$ cat config.mk
export PLATFORM = sky130hd
export DESIGN_NAME = alu_arbiter_flat
export DESIGN_NICKNAME = d
export VERILOG_FILES = /design/src/rtl/alu_arbiter_if.sv /design/src/rtl/alu_arbiter.sv /design/src/flat_wrapper.sv
export SDC_FILE = /design/constraint.sdc
export NUM_CORES = 1
export LEC_CHECK = 0
export CAP_MARGIN = 20
export CORE_AREA = 2 2 52 59
export DETAILED_ROUTE_END_ITERATION = 16
export DIE_AREA = 0 0 54 61
export PLACE_DENSITY_LB_ADDON = 0.25
export SYNTH_ARGS = -nofsm -noshare
export SYNTH_HDL_FRONTEND = slang
export SYNTH_SLANG_ARGS = --single-unit
$ cat constraint.sdc
create_clock -name clk -period 1.6 [get_ports clk]
set_input_delay 0.32 -clock clk [delete_from_list [all_inputs] [get_ports clk]]
set_output_delay 0.32 -clock clk [all_outputs]
set_load 0.01 [all_outputs]
$ cat src/rtl/alu_arbiter_if.sv
// rtl/alu_arbiter_if.sv - two requester ports, shared ALU port and response port of alu_arbiter
interface alu_arbiter_if;
  logic       req0_valid, req1_valid;
  logic       req0_ready, req1_ready;
  logic [1:0] req0_op, req1_op;
  logic [3:0] req0_a, req0_b, req1_a, req1_b;
  logic [1:0] alu_op;
  logic [3:0] alu_a, alu_b;
  logic [3:0] alu_out;
  logic       alu_c;
  logic       rsp_valid;
  logic       rsp_id;
  logic [3:0] rsp_out;
  logic       rsp_c;
  logic       busy;

  modport slave (
    input  req0_valid, req1_valid, req0_op, req1_op, req0_a, req0_b, req1_a, req1_b,
    input  alu_out, alu_c,
    output req0_ready, req1_ready, alu_op, alu_a, alu_b,
    output rsp_valid, rsp_id, rsp_out, rsp_c, busy
  );

  modport master (
    output req0_valid, req1_valid, req0_op, req1_op, req0_a, req0_b, req1_a, req1_b,
    output alu_out, alu_c,
    input  req0_ready, req1_ready, alu_op, alu_a, alu_b,
    input  rsp_valid, rsp_id, rsp_out, rsp_c, busy
  );
endinterface

$ cat src/rtl/alu_arbiter.sv
// rtl/alu_arbiter.sv - round-robin arbiter sharing one fixed-latency ALU between two requesters
module alu_arbiter #(
  parameter int ALU_LAT = 1
) (
  input logic          clk,
  input logic          rst_n,
  alu_arbiter_if.slave bus
);

  typedef enum logic {IDLE, EXEC} state_t;

  state_t     state, state_nxt;
  logic [2:0] cnt;
  logic       last_grant;
  logic       owner;
  logic       any_valid;
  logic       grant;
  logic       hs;

  // On a tie the requester that did not win last time gets the ALU.
  assign any_valid      = bus.req0_valid | bus.req1_valid;
  assign grant          = (bus.req0_valid & bus.req1_valid) ? ~last_grant : bus.req1_valid;
  assign hs             = (state == IDLE) & any_valid;
  assign bus.req0_ready = hs & ~grant;
  assign bus.req1_ready = hs & grant;
  assign bus.busy       = (state == EXEC);

  always_ff @(posedge clk or negedge rst_n) begin
    if (!rst_n) state <= IDLE;
    else        state <= state_nxt;
  end

  always_comb begin
    state_nxt = state;
    case (state)
      IDLE:    if (any_valid) state_nxt = EXEC;
      EXEC:    if (cnt == 3'd0) state_nxt = IDLE;
      default: state_nxt = IDLE;
    endcase
  end

  always_ff @(posedge clk or negedge rst_n) begin
    if (!rst_n) begin
      cnt           <= 3'd0;
      last_grant    <= 1'b1;
      owner         <= 1'b0;
      bus.alu_op    <= 2'd0;
      bus.alu_a     <= 4'd0;
      bus.alu_b     <= 4'd0;
      bus.rsp_valid <= 1'b0;
      bus.rsp_id    <= 1'b0;
      bus.rsp_out   <= 4'd0;
      bus.rsp_c     <= 1'b0;
    end else begin
      bus.rsp_valid <= 1'b0;
      if (hs) begin
        last_grant <= grant;
        owner      <= grant;
        cnt        <= 3'(ALU_LAT);
        bus.alu_op <= grant ? bus.req1_op : bus.req0_op;
        bus.alu_a  <= grant ? bus.req1_a  : bus.req0_a;
        bus.alu_b  <= grant ? bus.req1_b  : bus.req0_b;
      end else if (state == EXEC) begin
        if (cnt == 3'd0) begin
          bus.rsp_valid <= 1'b1;
          bus.rsp_id    <= owner;
          bus.rsp_out   <= bus.alu_out;
          bus.rsp_c     <= bus.alu_c;
        end else begin
          cnt <= cnt - 3'd1;
        end
      end
    end
  end

endmodule
$ cat src/flat_wrapper.sv
// flat-port wrapper written by rule: the top's interface ports become plain ports
module alu_arbiter_flat 
#(
  parameter int ALU_LAT = 1
)
  (clk, rst_n, bus_req0_valid, bus_req1_valid, bus_req0_op, bus_req1_op, bus_req0_a, bus_req0_b, bus_req1_a, bus_req1_b, bus_alu_out, bus_alu_c, bus_req0_ready, bus_req1_ready, bus_alu_op, bus_alu_a, bus_alu_b, bus_rsp_valid, bus_rsp_id, bus_rsp_out, bus_rsp_c, bus_busy);
  alu_arbiter_if bus_i ();
  input logic clk;
  input logic rst_n;
  input wire logic [$bits(bus_i.req0_valid)-1:0] bus_req0_valid;
  input wire logic [$bits(bus_i.req1_valid)-1:0] bus_req1_valid;
  input wire logic [$bits(bus_i.req0_op)-1:0] bus_req0_op;
  input wire logic [$bits(bus_i.req1_op)-1:0] bus_req1_op;
  input wire logic [$bits(bus_i.req0_a)-1:0] bus_req0_a;
  input wire logic [$bits(bus_i.req0_b)-1:0] bus_req0_b;
  input wire logic [$bits(bus_i.req1_a)-1:0] bus_req1_a;
  input wire logic [$bits(bus_i.req1_b)-1:0] bus_req1_b;
  input wire logic [$bits(bus_i.alu_out)-1:0] bus_alu_out;
  input wire logic [$bits(bus_i.alu_c)-1:0] bus_alu_c;
  output wire logic [$bits(bus_i.req0_ready)-1:0] bus_req0_ready;
  output wire logic [$bits(bus_i.req1_ready)-1:0] bus_req1_ready;
  output wire logic [$bits(bus_i.alu_op)-1:0] bus_alu_op;
  output wire logic [$bits(bus_i.alu_a)-1:0] bus_alu_a;
  output wire logic [$bits(bus_i.alu_b)-1:0] bus_alu_b;
  output wire logic [$bits(bus_i.rsp_valid)-1:0] bus_rsp_valid;
  output wire logic [$bits(bus_i.rsp_id)-1:0] bus_rsp_id;
  output wire logic [$bits(bus_i.rsp_out)-1:0] bus_rsp_out;
  output wire logic [$bits(bus_i.rsp_c)-1:0] bus_rsp_c;
  output wire logic [$bits(bus_i.busy)-1:0] bus_busy;
  assign bus_i.req0_valid = bus_req0_valid;
  assign bus_i.req1_valid = bus_req1_valid;
  assign bus_i.req0_op = bus_req0_op;
  assign bus_i.req1_op = bus_req1_op;
  assign bus_i.req0_a = bus_req0_a;
  assign bus_i.req0_b = bus_req0_b;
  assign bus_i.req1_a = bus_req1_a;
  assign bus_i.req1_b = bus_req1_b;
  assign bus_i.alu_out = bus_alu_out;
  assign bus_i.alu_c = bus_alu_c;
  assign bus_req0_ready = bus_i.req0_ready;
  assign bus_req1_ready = bus_i.req1_ready;
  assign bus_alu_op = bus_i.alu_op;
  assign bus_alu_a = bus_i.alu_a;
  assign bus_alu_b = bus_i.alu_b;
  assign bus_rsp_valid = bus_i.rsp_valid;
  assign bus_rsp_id = bus_i.rsp_id;
  assign bus_rsp_out = bus_i.rsp_out;
  assign bus_rsp_c = bus_i.rsp_c;
  assign bus_busy = bus_i.busy;
  alu_arbiter #(.ALU_LAT(ALU_LAT)) u_core (.clk(clk), .rst_n(rst_n), .bus(bus_i));
endmodule
==> metrics.cfg <==
[clock_tree]
htreeDepth=1
path_clk_slew_ns=0.12
cts_tree=done
cts.path.max_buffers=2
root_buffer=clkbuf_4
holdBufCountCts=0
cts_buffers=3
cts_sinks=23
clock_latency_ns=0.30

[final_layout]
antenna_cells=0
drive_gt1_share_pct=23.2
syn_to_final_growth_pct=58.0
layout_common_cells=clkdlybuf4s50_1 (41), dfrtp_1 (22), nand2_1 (12), a21oi_1 (12), nor2_1 (11)
fin_nets=187
final_common_cell=clkdlybuf4s50_1

[power]
worst_ir_drop_vdd_mv=0.889
powerDensity_mw_per_mm2=1700
p_leak_nw=0.751
power.total_mw=2.82

[floorplanning]
die_area_mm2=0.00329
fp-row-count=20
core_area_mm2=0.00270
initial_utilization_pct=38.8
die_width_um=54
die_h_um=61
pin_count=49

[timing]
max-slew-margin-rel_pct=80.4
tns_ns=0
skew_ns=0.000576
setup_viol=0
finalCritPeriodShare_pct=96.2
slew_violations=0
fmax_mhz=649
worst_pin_slew_ns=0.294
finalHoldViolCount=0
rsz0062_at_grt=false
min_period_ns=1.54

[global_routing]
first_global_vias=900
antenna_found_initial=0
grt_max_degree=24
grt_pass1_wl_mm=3.86
track_usage_pct=16.1
overflow=0

[route]
viasPerCell=4.76
ant_nets=0
wire_per_inst_um=12.9
firstDrtPassIters=4
first_iter_violations=11
drc_errors=0
via_count=895
routed_wl_mm=2.42

[logic_synthesis]
yosys.area_share.simple_pct=10.5
seq_area_frac_synth_pct=55.0
syn_avg_cell_area_um2=10.7
synth_mux_area_share_pct=6.44
syn-cell-area_mm2=0.00105
synth_top_family_by_area=compound AO/OA/AOI/OAI gates
yosysWarnings=0
synth_xor_xnor_area_share_pct=0.835
synthCells=98
ys_types=22
syn-num-nets=129
synth_compound_area_share_pct=20.3
synthAdderAreaFrac_pct=2.39
ys_seq_elements=23

[worst_hold_path]
hp-class=input port to asynchronous set/reset pin

[placement]
io_buffer_count=48
routabilityCongestion=0.704
hpwl_mm=1.80

[worst_setup_path]
cpLargestDelayFamily=flip-flops
endpoint_kind=output port
cp_cell_sequence=a21bo_4, nor2_2, buf_2
critPathArrivalTime_ns=1.22
crit_type=flop to output port
slowest_stage=dfstp_2
startpoint_type=flop
max_stage_delay_ns=0.61
cp_max_fo=3
crit_required_ns=1.28
crit_buf_inv=1

[outcome]
status=complete, no violations

[job]
max_cap_viol_count=0

final cells by class:
type / count / area, um2
Fill cell: 231 / 1050
Sequential cell: 23 / 577
Timing Repair Buffer: 57 / 551
Multi-Input combinational cell: 66 / 443
Tap cell: 33 / 41.3
Clock buffer: 4 / 26.3
Inverter: 5 / 18.8
logic make-up (layout without fill, tap and decap cells):
| group | after synthesis | in the layout |
|---|---|---|
| flops | 23 | 23 |
| fa+ha+maj | 2 | 2 |
| mux | 6 | 6 |
| xor+xnor | 1 | 1 |
| compound gates | 29 | 29 |
| simple gates | 28 | 28 |
| buf+inv | 9 | 66 |
worst reg2reg max path: stages, from the launching register on:
cell and delay [ns]:
dfrtp_1 0.35, inv_1 0.06, ha_1 0.20, ha_1 0.20, nand2_2 0.15, mux2_2 0.35
cells in the mapped netlist:
cell type | count | area (um2)
a21bo_2 | 1 | 10.0
dfrtp_1 | 22 | 551
a21oi_1 | 12 | 60.1
mux2_2 | 6 | 67.6
xnor2_1 | 1 | 8.76
nand3_1 | 2 | 10.0
a21o_1 | 1 | 7.51
a21boi_2 | 1 | 11.3
buf_6 | 1 | 11.3
buf_2 | 2 | 10.0
a31oi_1 | 1 | 6.26
nand2b_1 | 1 | 6.26
a21oi_2 | 9 | 78.8
dfstp_2 | 1 | 26.3
o21ba_2 | 1 | 10.0
ha_1 | 2 | 25.0
nor2_1 | 12 | 45.0
buf_4 | 1 | 7.51
nand2_1 | 13 | 48.8
inv_1 | 5 | 18.8
o21ai_0 | 2 | 10.0
o21bai_4 | 1 | 18.8
per-layer routing:
layer,track usage (%),part of all wire (%),wire [um]
met5,0,0,0
met4,6.43,1.2,29
met3,2.46,4.7,115
met2,28.4,53,1280
met1,19.6,41,999
path summary, 6_finish.rpt:
kind	endpoint	from	cells past startpoint	slack, ns
max	bus_req1_ready	u_core.last_grant$_DFFE_PN1N_	3	0.06
min	u_core.bus.rsp_c$_DFFE_PN0P_	rst_n	2	0.36
max reg2reg	u_core.bus.rsp_id$_DFFE_PN0P_	u_core.cnt[0]$_DFFE_PN0P_	5	0.20
min reg2reg	u_core.owner$_DFFE_PN0N_	u_core.owner$_DFFE_PN0N_	1	0.51
max in group asynchronous	u_core.last_grant$_DFFE_PN1N_	rst_n	2	0.96
min in group clk	u_core.last_grant$_DFFE_PN1N_	bus_req0_valid	3	0.38
report_power, final:
group	leakage (nW)	internal (mW)	total [mW]	switching (mW)
Sequential	0.265	0.880	1.03	0.146
Combinational	0.471	0.852	1.53	0.677
Clock	0.0150	0.0972	0.265	0.168
Total	0.751	1.83	2.82	0.990
per-stage QoR:
step | cell area, um2 | util (%) | hold WS [ns] | std cells | worst slack, ns
5_1_grt | 1660 | 61.3 | 0.367 | 188 | 0.00312
3_3_place_gp | 1600 | 59.3 | 0.461 | 183 | -0.452
2_1_floorplan | 1050 | - | 0.0244 | 98 | 0.232
3_5_place_dp | 1600 | 59.3 | 0.471 | 183 | -0.447
6_report | 1660 | 61.3 | 0.357 | 188 | 0.0601
4_1_cts | 1640 | 60.6 | 0.359 | 188 | 0.0224
what timing repair did:
item / in CTS / in global routing
gates resized for setup: 13 / 6
pin swaps: 0 / 2
gates cloned: 0 / 0
endpoints found under the setup margin: 3 / 9
setup buffers: 1 / 0
state kept, by name, summed over array words and instances, names as in the netlist:
name	count
u_core.bus.rsp_out	4
u_core.bus.alu_a	4
u_core.bus.alu_op	2
u_core.bus.rsp_valid	1
u_core.cnt	3
u_core.bus.rsp_c	1
u_core.bus.rsp_id	1
u_core.bus.busy	1
u_core.owner	1
u_core.last_grant	1
u_core.bus.alu_b	4
Power figures use the tool's default switching activity.
